[src/rtl/wz_batch_if.sv]
// ---------------------------------------------------------------------------
// wz_batch_if
//   Bundles the host command channel, the encoder-core port and the shared
//   single-port RAM port of the working-zone batch controller.
//
//   Command handshake: the host raises cmd_valid with cmd_count stable; the
//   controller raises cmd_ready only while idle. A command is accepted on a
//   rising clock edge where cmd_valid && cmd_ready. Nothing is queued, so
//   cmd_valid while cmd_ready is low is simply ignored.
//
//   Modports
//     master : host / encoder core / RAM side (the environment)
//     slave  : the batch controller
//
//   Signals
//     cmd_valid, cmd_ready, cmd_count[7:0]         command channel
//     busy, batch_done, err_timeout, jobs_done[7:0] status
//     enc_start, enc_done                           encoder run handshake
//     enc_address[15:0], enc_en, enc_we, enc_data   encoder RAM request
//     mem_address[15:0], mem_en, mem_we, mem_wdata  RAM request (muxed)
//     mem_rdata[7:0]                                RAM read data (1-cycle latency)
// ---------------------------------------------------------------------------
interface wz_batch_if;
  logic        cmd_valid;
  logic        cmd_ready;
  logic [7:0]  cmd_count;
  logic        busy;
  logic        batch_done;
  logic        err_timeout;
  logic [7:0]  jobs_done;

  logic        enc_start;
  logic        enc_done;
  logic [15:0] enc_address;
  logic        enc_en;
  logic        enc_we;
  logic [7:0]  enc_data;

  logic [15:0] mem_address;
  logic        mem_en;
  logic        mem_we;
  logic [7:0]  mem_wdata;
  logic [7:0]  mem_rdata;

  modport master (
    output cmd_valid, cmd_count,
    input  cmd_ready, busy, batch_done, err_timeout, jobs_done,
    input  enc_start,
    output enc_done, enc_address, enc_en, enc_we, enc_data,
    input  mem_address, mem_en, mem_we, mem_wdata,
    output mem_rdata
  );

  modport slave (
    input  cmd_valid, cmd_count,
    output cmd_ready, busy, batch_done, err_timeout, jobs_done,
    output enc_start,
    input  enc_done, enc_address, enc_en, enc_we, enc_data,
    output mem_address, mem_en, mem_we, mem_wdata,
    input  mem_rdata
  );
endinterface

[src/rtl/wz_batch_controller.sv]
// ---------------------------------------------------------------------------
// wz_batch_controller
//   Batch sequencer and RAM arbiter for the working-zone encoder core.
//   For each of N jobs it copies source entry k (RAM[SRC_BASE+k]) into the
//   encoder's input slot RAM[8], runs one encoder start/done handshake, then
//   copies the encoded byte from RAM[9] to RAM[DST_BASE+k].
//   The controller owns the RAM port except while enc_start is high; then
//   the encoder's request is passed straight through.
//
// Ports
//   i_clk      clock
//   i_rst      synchronous, active-high reset
//   bus        wz_batch_if.slave (command, status, encoder and RAM signals)
//   dbg_state  current FSM state encoding
// ---------------------------------------------------------------------------
module wz_batch_controller #(
  parameter logic [15:0] SRC_BASE = 16'd16,
  parameter logic [15:0] DST_BASE = 16'd32,
  parameter int          TIMEOUT  = 64
) (
  input  logic           i_clk,
  input  logic           i_rst,
  wz_batch_if.slave      bus,
  output logic [3:0]     dbg_state
);

  localparam int TW = (TIMEOUT > 1) ? $clog2(TIMEOUT) : 1;
  localparam logic [TW-1:0] TIMER_LAST = TW'(TIMEOUT - 1);

  localparam logic [15:0] ENC_IN_ADDR  = 16'd8;
  localparam logic [15:0] ENC_OUT_ADDR = 16'd9;

  typedef enum logic [3:0] {
    S_IDLE      = 4'd0,
    S_RD_SRC    = 4'd1,
    S_WAIT_RD   = 4'd2,
    S_WR_ADDR   = 4'd3,
    S_WAIT_DONE = 4'd4,
    S_RD_RES    = 4'd5,
    S_WAIT_RES  = 4'd6,
    S_WR_DST    = 4'd7,
    S_RELEASE   = 4'd8,
    S_FIN       = 4'd9
  } state_t;

  state_t        state;
  state_t        state_nxt;

  logic [7:0]    count_q;    // N, latched on accept
  logic [7:0]    k_q;        // current job index
  logic [7:0]    jobs_q;     // completed jobs
  logic [7:0]    hold_q;     // byte in flight (source entry, then result)
  logic [TW-1:0] timer_q;    // cycles spent in WAIT_DONE
  logic          err_q;
  logic          done_q;

  logic          accept;
  logic          timer_expired;
  logic          last_job;

  // controller-side RAM request before the arbitration mux
  logic [15:0]   ctl_address;
  logic          ctl_en;
  logic          ctl_we;
  logic [7:0]    ctl_wdata;
  logic          enc_grant;

  assign accept        = bus.cmd_valid && (state == S_IDLE);
  assign timer_expired = (timer_q == TIMER_LAST);
  assign last_job      = ((k_q + 8'd1) == count_q);

  // -------------------------------------------------------------------------
  // Next-state logic
  // -------------------------------------------------------------------------
  always_comb begin
    state_nxt = state;
    case (state)
      S_IDLE: begin
        if (accept) begin
          state_nxt = (bus.cmd_count == 8'd0) ? S_FIN : S_RD_SRC;
        end
      end
      S_RD_SRC:  state_nxt = S_WAIT_RD;
      S_WAIT_RD: state_nxt = S_WR_ADDR;
      S_WR_ADDR: state_nxt = S_WAIT_DONE;
      S_WAIT_DONE: begin
        // done wins over the timeout, including a done already high on entry
        if (bus.enc_done) begin
          state_nxt = S_RD_RES;
        end else if (timer_expired) begin
          state_nxt = S_FIN;
        end
      end
      S_RD_RES:   state_nxt = S_WAIT_RES;
      S_WAIT_RES: state_nxt = S_WR_DST;
      S_WR_DST:   state_nxt = S_RELEASE;
      S_RELEASE: begin
        // the encoder must have dropped done before the next start
        if (!bus.enc_done) begin
          state_nxt = last_job ? S_FIN : S_RD_SRC;
        end
      end
      S_FIN:   state_nxt = S_IDLE;
      default: state_nxt = S_IDLE;
    endcase
  end

  // -------------------------------------------------------------------------
  // Controller RAM request per state
  // -------------------------------------------------------------------------
  always_comb begin
    ctl_address = 16'd0;
    ctl_en      = 1'b0;
    ctl_we      = 1'b0;
    ctl_wdata   = 8'd0;
    case (state)
      S_RD_SRC: begin
        ctl_address = SRC_BASE + {8'd0, k_q};
        ctl_en      = 1'b1;
      end
      S_WR_ADDR: begin
        ctl_address = ENC_IN_ADDR;
        ctl_en      = 1'b1;
        ctl_we      = 1'b1;
        ctl_wdata   = hold_q;
      end
      S_RD_RES: begin
        ctl_address = ENC_OUT_ADDR;
        ctl_en      = 1'b1;
      end
      S_WR_DST: begin
        ctl_address = DST_BASE + {8'd0, k_q};
        ctl_en      = 1'b1;
        ctl_we      = 1'b1;
        ctl_wdata   = hold_q;
      end
      default: begin
        ctl_address = 16'd0;
        ctl_en      = 1'b0;
      end
    endcase
  end

  // -------------------------------------------------------------------------
  // RAM arbitration. i_rst gates the grant and the controller request so a
  // reset mid-batch cuts both the encoder and the RAM port off immediately,
  // without waiting for the clock edge.
  // -------------------------------------------------------------------------
  assign enc_grant = (state == S_WAIT_DONE) && !i_rst;

  always_comb begin
    bus.mem_address = 16'd0;
    bus.mem_en      = 1'b0;
    bus.mem_we      = 1'b0;
    bus.mem_wdata   = 8'd0;
    if (enc_grant) begin
      bus.mem_address = bus.enc_address;
      bus.mem_en      = bus.enc_en;
      bus.mem_we      = bus.enc_we;
      bus.mem_wdata   = bus.enc_data;
    end else if (!i_rst) begin
      bus.mem_address = ctl_address;
      bus.mem_en      = ctl_en;
      bus.mem_we      = ctl_we;
      bus.mem_wdata   = ctl_wdata;
    end
  end

  assign bus.enc_start   = enc_grant;
  assign bus.cmd_ready   = (state == S_IDLE);
  assign bus.busy        = (state != S_IDLE);
  assign bus.batch_done  = done_q;
  assign bus.err_timeout = err_q;
  assign bus.jobs_done   = jobs_q;
  assign dbg_state       = state;

  // -------------------------------------------------------------------------
  // State and datapath registers
  // -------------------------------------------------------------------------
  always_ff @(posedge i_clk) begin
    if (i_rst) begin
      state   <= S_IDLE;
      count_q <= 8'd0;
      k_q     <= 8'd0;
      jobs_q  <= 8'd0;
      hold_q  <= 8'd0;
      timer_q <= '0;
      err_q   <= 1'b0;
      done_q  <= 1'b0;
    end else begin
      state  <= state_nxt;
      // registered so the pulse lands in the cycle after FIN
      done_q <= (state == S_FIN);
      case (state)
        S_IDLE: begin
          if (accept) begin
            count_q <= bus.cmd_count;
            k_q     <= 8'd0;
            jobs_q  <= 8'd0;
            err_q   <= 1'b0;
          end
        end
        S_WAIT_RD:  hold_q  <= bus.mem_rdata;
        S_WR_ADDR:  timer_q <= '0;
        S_WAIT_DONE: begin
          if (!bus.enc_done) begin
            if (timer_expired) begin
              err_q <= 1'b1;
            end else begin
              timer_q <= timer_q + TW'(1);
            end
          end
        end
        S_WAIT_RES: hold_q <= bus.mem_rdata;
        S_RELEASE: begin
          if (!bus.enc_done) begin
            jobs_q <= jobs_q + 8'd1;
            k_q    <= k_q + 8'd1;
          end
        end
        default: begin
          hold_q <= hold_q;
        end
      endcase
    end
  end

endmodule
[src/flat_wrapper.sv]
// flat-port wrapper written by rule: the top's interface ports become plain ports
module wz_batch_controller_flat 
#(
  parameter logic [15:0] SRC_BASE = 16'd16,
  parameter logic [15:0] DST_BASE = 16'd32,
  parameter int          TIMEOUT  = 64
)
  (i_clk, i_rst, dbg_state, bus_cmd_valid, bus_cmd_count, bus_cmd_ready, bus_busy, bus_batch_done, bus_err_timeout, bus_jobs_done, bus_enc_start, bus_enc_done, bus_enc_address, bus_enc_en, bus_enc_we, bus_enc_data, bus_mem_address, bus_mem_en, bus_mem_we, bus_mem_wdata, bus_mem_rdata);
  wz_batch_if bus_i ();
  input  logic i_clk;
  input  logic i_rst;
  output logic [3:0] dbg_state;
  input wire logic [$bits(bus_i.cmd_valid)-1:0] bus_cmd_valid;
  input wire logic [$bits(bus_i.cmd_count)-1:0] bus_cmd_count;
  output wire logic [$bits(bus_i.cmd_ready)-1:0] bus_cmd_ready;
  output wire logic [$bits(bus_i.busy)-1:0] bus_busy;
  output wire logic [$bits(bus_i.batch_done)-1:0] bus_batch_done;
  output wire logic [$bits(bus_i.err_timeout)-1:0] bus_err_timeout;
  output wire logic [$bits(bus_i.jobs_done)-1:0] bus_jobs_done;
  output wire logic [$bits(bus_i.enc_start)-1:0] bus_enc_start;
  input wire logic [$bits(bus_i.enc_done)-1:0] bus_enc_done;
  input wire logic [$bits(bus_i.enc_address)-1:0] bus_enc_address;
  input wire logic [$bits(bus_i.enc_en)-1:0] bus_enc_en;
  input wire logic [$bits(bus_i.enc_we)-1:0] bus_enc_we;
  input wire logic [$bits(bus_i.enc_data)-1:0] bus_enc_data;
  output wire logic [$bits(bus_i.mem_address)-1:0] bus_mem_address;
  output wire logic [$bits(bus_i.mem_en)-1:0] bus_mem_en;
  output wire logic [$bits(bus_i.mem_we)-1:0] bus_mem_we;
  output wire logic [$bits(bus_i.mem_wdata)-1:0] bus_mem_wdata;
  input wire logic [$bits(bus_i.mem_rdata)-1:0] bus_mem_rdata;
  assign bus_i.cmd_valid = bus_cmd_valid;
  assign bus_i.cmd_count = bus_cmd_count;
  assign bus_cmd_ready = bus_i.cmd_ready;
  assign bus_busy = bus_i.busy;
  assign bus_batch_done = bus_i.batch_done;
  assign bus_err_timeout = bus_i.err_timeout;
  assign bus_jobs_done = bus_i.jobs_done;
  assign bus_enc_start = bus_i.enc_start;
  assign bus_i.enc_done = bus_enc_done;
  assign bus_i.enc_address = bus_enc_address;
  assign bus_i.enc_en = bus_enc_en;
  assign bus_i.enc_we = bus_enc_we;
  assign bus_i.enc_data = bus_enc_data;
  assign bus_mem_address = bus_i.mem_address;
  assign bus_mem_en = bus_i.mem_en;
  assign bus_mem_we = bus_i.mem_we;
  assign bus_mem_wdata = bus_i.mem_wdata;
  assign bus_i.mem_rdata = bus_mem_rdata;
  wz_batch_controller #(.SRC_BASE(SRC_BASE), .DST_BASE(DST_BASE), .TIMEOUT(TIMEOUT)) u_core (.i_clk(i_clk), .i_rst(i_rst), .bus(bus_i), .dbg_state(dbg_state));
endmodule
[config.mk]
export PLATFORM = sky130hd
export DESIGN_NAME = wz_batch_controller_flat
export DESIGN_NICKNAME = d
export VERILOG_FILES = /design/src/rtl/wz_batch_if.sv /design/src/rtl/wz_batch_controller.sv /design/src/flat_wrapper.sv
export SDC_FILE = /design/constraint.sdc
export NUM_CORES = 1
export LEC_CHECK = 0
export CORE_UTILIZATION = 45
export CTS_CLUSTER_DIAMETER = 30
export CTS_CLUSTER_SIZE = 40
export DETAILED_ROUTE_END_ITERATION = 8
export MAX_ROUTING_LAYER = met4
export PLACE_DENSITY = 0.79
export RECOVER_POWER = 50
export SLEW_MARGIN = 40
export SYNTH_ARGS = -nofsm -noshare
export SYNTH_HDL_FRONTEND = slang
export SYNTH_SLANG_ARGS = --single-unit
export TNS_END_PERCENT = 100
[constraint.sdc]
create_clock -name i_clk -period 2.4 [get_ports i_clk]
set_input_delay 0.36 -clock i_clk [delete_from_list [all_inputs] [get_ports i_clk]]
set_output_delay 0.36 -clock i_clk [all_outputs]
set_load 0.02 [all_outputs]
==> results.md <==
- Result of the run: finished clean
- Final estimated routing congestion in global placement: 0.903
- Met2 wirelength from detailed routing: 3.46 mm
- Async SR Flop Fraction: 0
- Largest voltage drop on the vdd net: 362 uV
- Post-Synthesis Cell Area: 0.00259 mm^2
- Fmax achieved: 0.433 GHz
- Post-route met1 wirelength: 3.08 mm
- ANT nets after route: 0
- Yosys warning count: 0
- Vias in the first global route: 2,581
- Pint: 1.11 mW
- First-iteration detailed-routing DRC count: 133
- Arrival @ worst endpoint: 1.95 ns
- Standard cell core area: 0.00554 mm^2
- Number of enable flip-flop cells after synthesis: 0
- Length of the first detailed-routing pass in iterations: 4
- Fraction of final layout cells sized beyond drive strength 1: 0.0905
- Non-Filler Cell Area, Final: 0.00372 mm^2
- Post-placement cell area: 0.00368 mm^2
- Primary flip-flop cell chosen by synthesis mapping: sky130_fd_sc_hd__dfxtp_1
- Critical Path Source Type: flip-flop
- Global-route wire length before repair: 11.7 mm
- Category of the worst setup path capture point: output port
- Average via count per standard cell: 5.42
- Switching fraction of total power: 0.279
- HPWL reported at the end of detailed placement: 5.41 mm
- Final setup fails: 0
- Number of violations of the max-capacitance limit: 0
- Nets in the synthesized netlist: 379
- Max layer used: met4
- Clock tree root driver cell: sky130_fd_sc_hd__clkbuf_8
- Worst-path cell chain: clkbuf_4, nor2_1, buf_4, and3_1, buf_4, a22o_1, dlygate4sd2_1
- Headroom to the max-slew limit: 0.399
- All-layer global routing usage: 0.244
- Final worst path period share: 0.961
- Setup repair after global routing missed its margin: false
- Most common cell type on the critical path: sky130_fd_sc_hd__buf_4
- Seq/Total Area, Yosys: 0.340
- Die outline area: 0.00607 mm^2
- GRT overflow: 0
- Switching Power: 432 uW
- Die width: 77.9 um
- Register share of total power: 0.498
- Syn Area/Cell: 7.90 um^2
- Path category of the worst min-delay check: flip-flop to flip-flop
- Initial core utilization: 0.468
- Worst skew pair latency: 0.30 ns
- Yosys top cell by area: sky130_fd_sc_hd__dfxtp_1
- Tightest Pin Transition: 0.898 ns
- Total detailed-routing wirelength: 7.06 mm
- Ranking of synthesized cells by area: sky130_fd_sc_hd__dfxtp_1 (34%), sky130_fd_sc_hd__nor2_1 (5.8%), sky130_fd_sc_hd__a21oi_1 (5.4%)
- Buffer levels on the longest clock path: 2
- Die Y: 77.9 um
- Share of power burned in the clock network: 0.294
- Final Skew: 0.00411 ns
- Worst hold slack across all endpoints: 0.471 ns
- Buffers added on ports: 88
- Final max-slew violation count: 0
- Flip-flop and latch count after synthesis: 44
- TritonCTS clock tree: yes
- Routed wire length per instance: 14.0 um
- Gate power share: 0.208
- Required time at the worst-slack endpoint: 2.04 ns
- Area growth from synthesis to layout: 43.3%
- Via total after detailed routing: 2,724
- Total leakage power: 1.60 nW
- Power density cells: 416 mW/mm^2
- Crit-path slowest cell: sky130_fd_sc_hd__dfxtp_1
- Share of Yosys cell area claimed by the top area cell type: 0.340
- Largest net degree at the start of global routing: 21
- Total DRC errors in the routed layout: 0
- H-tree depth reported by CTS: 2
- Total CTS buffers: 5
- Crit-path max cell delay: 0.37 ns
- TritonCTS sink count: 44
- Number of antenna repair diodes: 0
- Initial antenna violation count: 0
- Distinct cell type count of the synthesized netlist: 59
- CP Max Fanout: 9
- Boundary Pins: 89
- Placement Rows: 27
- Gate Count Post-Synth: 328
- Final hold violations: 0
- WL met3: 393 um
- Crit path time final: 2.31 ns
- Setup CP Type: flip-flop to output port
- Nets: 482
- Clock-pin slew reported for the worst setup and hold paths after clock tree synthesis: 0.08 ns
- Number of buffers inserted for hold repair after clock tree synthesis: 0
==> through the flow <==
stage,total power [mW],TNS [ns],cells,setup slack [ns],utilization
after CTS,1.56,0,503,0.0164,0.673
after global routing,1.61,0,503,0.0173,0.671
after floorplan,0.946,0,328,0.318,-
after global placement,1.11,-1.42,496,-0.118,0.664
after detailed placement,1.12,-1.71,496,-0.126,0.664
final,1.55,0,503,0.0929,0.671
==> area by class of cell <==
| class | instances | area [um^2] |
|---|---|---|
| fill | 497 | 1820 |
| sequential | 44 | 881 |
| timing repair buffer | 115 | 1040 |
| inverter | 5 | 18.8 |
| clock buffer | 5 | 68.8 |
| clock inverter | 2 | 12.5 |
| tap | 72 | 90.1 |
| multi-input combinational | 260 | 1600 |
==> cell usage after synthesis (2+ instances only) <==
cell type and count:
sky130_fd_sc_hd__nor3_1 9, sky130_fd_sc_hd__nor2b_1 3, sky130_fd_sc_hd__and3_1 2, sky130_fd_sc_hd__clkbuf_1 12
sky130_fd_sc_hd__a21boi_0 2, sky130_fd_sc_hd__or4_1 2, sky130_fd_sc_hd__a22oi_1 4, sky130_fd_sc_hd__nor2_1 40
sky130_fd_sc_hd__nand3_1 15, sky130_fd_sc_hd__a21o_1 3, sky130_fd_sc_hd__mux2i_1 8, sky130_fd_sc_hd__a31oi_1 4
sky130_fd_sc_hd__or3_1 4, sky130_fd_sc_hd__xnor2_1 11, sky130_fd_sc_hd__nand2b_1 4, sky130_fd_sc_hd__o21ai_0 7
sky130_fd_sc_hd__and2_1 9, sky130_fd_sc_hd__a22o_1 11, sky130_fd_sc_hd__inv_1 4, sky130_fd_sc_hd__o31a_1 2
sky130_fd_sc_hd__dfxtp_1 44, sky130_fd_sc_hd__nor2_2 2, sky130_fd_sc_hd__o21ai_1 7, sky130_fd_sc_hd__a21oi_1 28
sky130_fd_sc_hd__nand4_1 5, sky130_fd_sc_hd__mux2_2 2, sky130_fd_sc_hd__nor4_1 2, sky130_fd_sc_hd__buf_2 5
sky130_fd_sc_hd__ha_1 5, sky130_fd_sc_hd__and4_1 2, sky130_fd_sc_hd__xor2_1 8, sky130_fd_sc_hd__nand2_1 35
==> flip-flops by register name, summed over array words and instances, names as in the netlist <==
signal	count
u_core.hold_q	8
u_core.bus.jobs_done	8
u_core.bus.err_timeout	1
u_core.dbg_state	4
u_core.k_q	8
u_core.count_q	8
u_core.timer_q	6
u_core.bus.batch_done	1
==> metal layers <==
| metal | up-vias | track usage |
|---|---|---|
| met5 | - | - |
| met4 | 0 | 0.0704 |
| met3 | 11 | 0.0447 |
| met2 | 76 | 0.412 |
| met1 | 1258 | 0.298 |
| li1 | 1379 | - |
==> layout by cell type, fill, tap and decap left out, types with 3 or more instances in the layout <==
cell type	n
sky130_fd_sc_hd__a21boi_0	3
sky130_fd_sc_hd__a21o_1	3
sky130_fd_sc_hd__a21oi_1	27
sky130_fd_sc_hd__a22o_1	11
sky130_fd_sc_hd__a22oi_1	4
sky130_fd_sc_hd__a31oi_1	4
sky130_fd_sc_hd__and2_1	9
sky130_fd_sc_hd__buf_4	21
sky130_fd_sc_hd__clkbuf_1	5
sky130_fd_sc_hd__clkbuf_8	5
sky130_fd_sc_hd__clkdlybuf4s50_1	47
sky130_fd_sc_hd__dfxtp_1	44
sky130_fd_sc_hd__dlygate4sd2_1	23
sky130_fd_sc_hd__dlygate4sd3_1	13
sky130_fd_sc_hd__dlymetal6s2s_1	3
sky130_fd_sc_hd__ha_1	5
sky130_fd_sc_hd__inv_1	4
sky130_fd_sc_hd__mux2i_1	8
sky130_fd_sc_hd__nand2_1	35
sky130_fd_sc_hd__nand2b_1	4
sky130_fd_sc_hd__nand3_1	15
sky130_fd_sc_hd__nand4_1	5
sky130_fd_sc_hd__nor2_1	41
sky130_fd_sc_hd__nor2b_1	3
sky130_fd_sc_hd__nor3_1	10
sky130_fd_sc_hd__o21ai_0	8
sky130_fd_sc_hd__o21ai_1	6
sky130_fd_sc_hd__or3_1	4
sky130_fd_sc_hd__xnor2_1	11
sky130_fd_sc_hd__xor2_1	8
==> kinds of logic (layout without fill, tap and decap cells) <==
kind of cell / count (synthesis) / count (layout) / synth area share
and+or+nand+nor: 145 / 145 / 0.283
AOI/OAI and AO/OA: 81 / 81 / 0.208
DFF: 44 / 44 / 0.340
buffers and inverters: 24 / 127 / 0.0415
xor gates and xnor gates: 19 / 19 / 0.0642
muxes: 10 / 10 / 0.0396
adders and majority gates: 5 / 5 / 0.0241
==> worst max-delay path: cells and delay by family, from the launching register on <==
kind	cells	cell delay (ns)
AO/OA/AOI/OAI	1	0.14
AND/OR/NAND/NOR	2	0.35
flip-flops	1	0.37
buffers and inverters	4	0.81
==> final timing paths <==
kind                                                       start                              endpoint  slack [ns]  depth (start not counted)
worst min-delay path              u_core.count_q[3]$_SDFFE_PP0P_        u_core.count_q[3]$_SDFFE_PP0P_        0.47                          2
worst max register to register  u_core.dbg_state[3]$_SDFFE_PP0P_  u_core.bus.jobs_done[3]$_SDFFE_PP0P_        0.39                          9
worst max-delay path            u_core.dbg_state[3]$_SDFFE_PP0P_                      bus_mem_wdata[1]        0.09                          7
worst min register to register    u_core.count_q[3]$_SDFFE_PP0P_        u_core.count_q[3]$_SDFFE_PP0P_        0.47                          2
==> power groups by stage <==
| stage | Combinational (mW) | Sequential (mW) | Clock, mW |
|---|---|---|---|
| 5_1_grt | 0.349 | 0.774 | 0.492 |
| 2_1_floorplan | 0.156 | 0.790 | 0 |
| 6_report | 0.322 | 0.770 | 0.455 |
| 4_1_cts | 0.329 | 0.770 | 0.463 |
| 3_3_place_gp | 0.326 | 0.786 | 0 |
| 3_5_place_dp | 0.330 | 0.787 | 0 |
==> repair_timing <==
action	CTS	global route
resized for setup	26	6
setup buffers	0	0
setup endpoints to repair	26	6
Power figures use the tool's default switching activity.
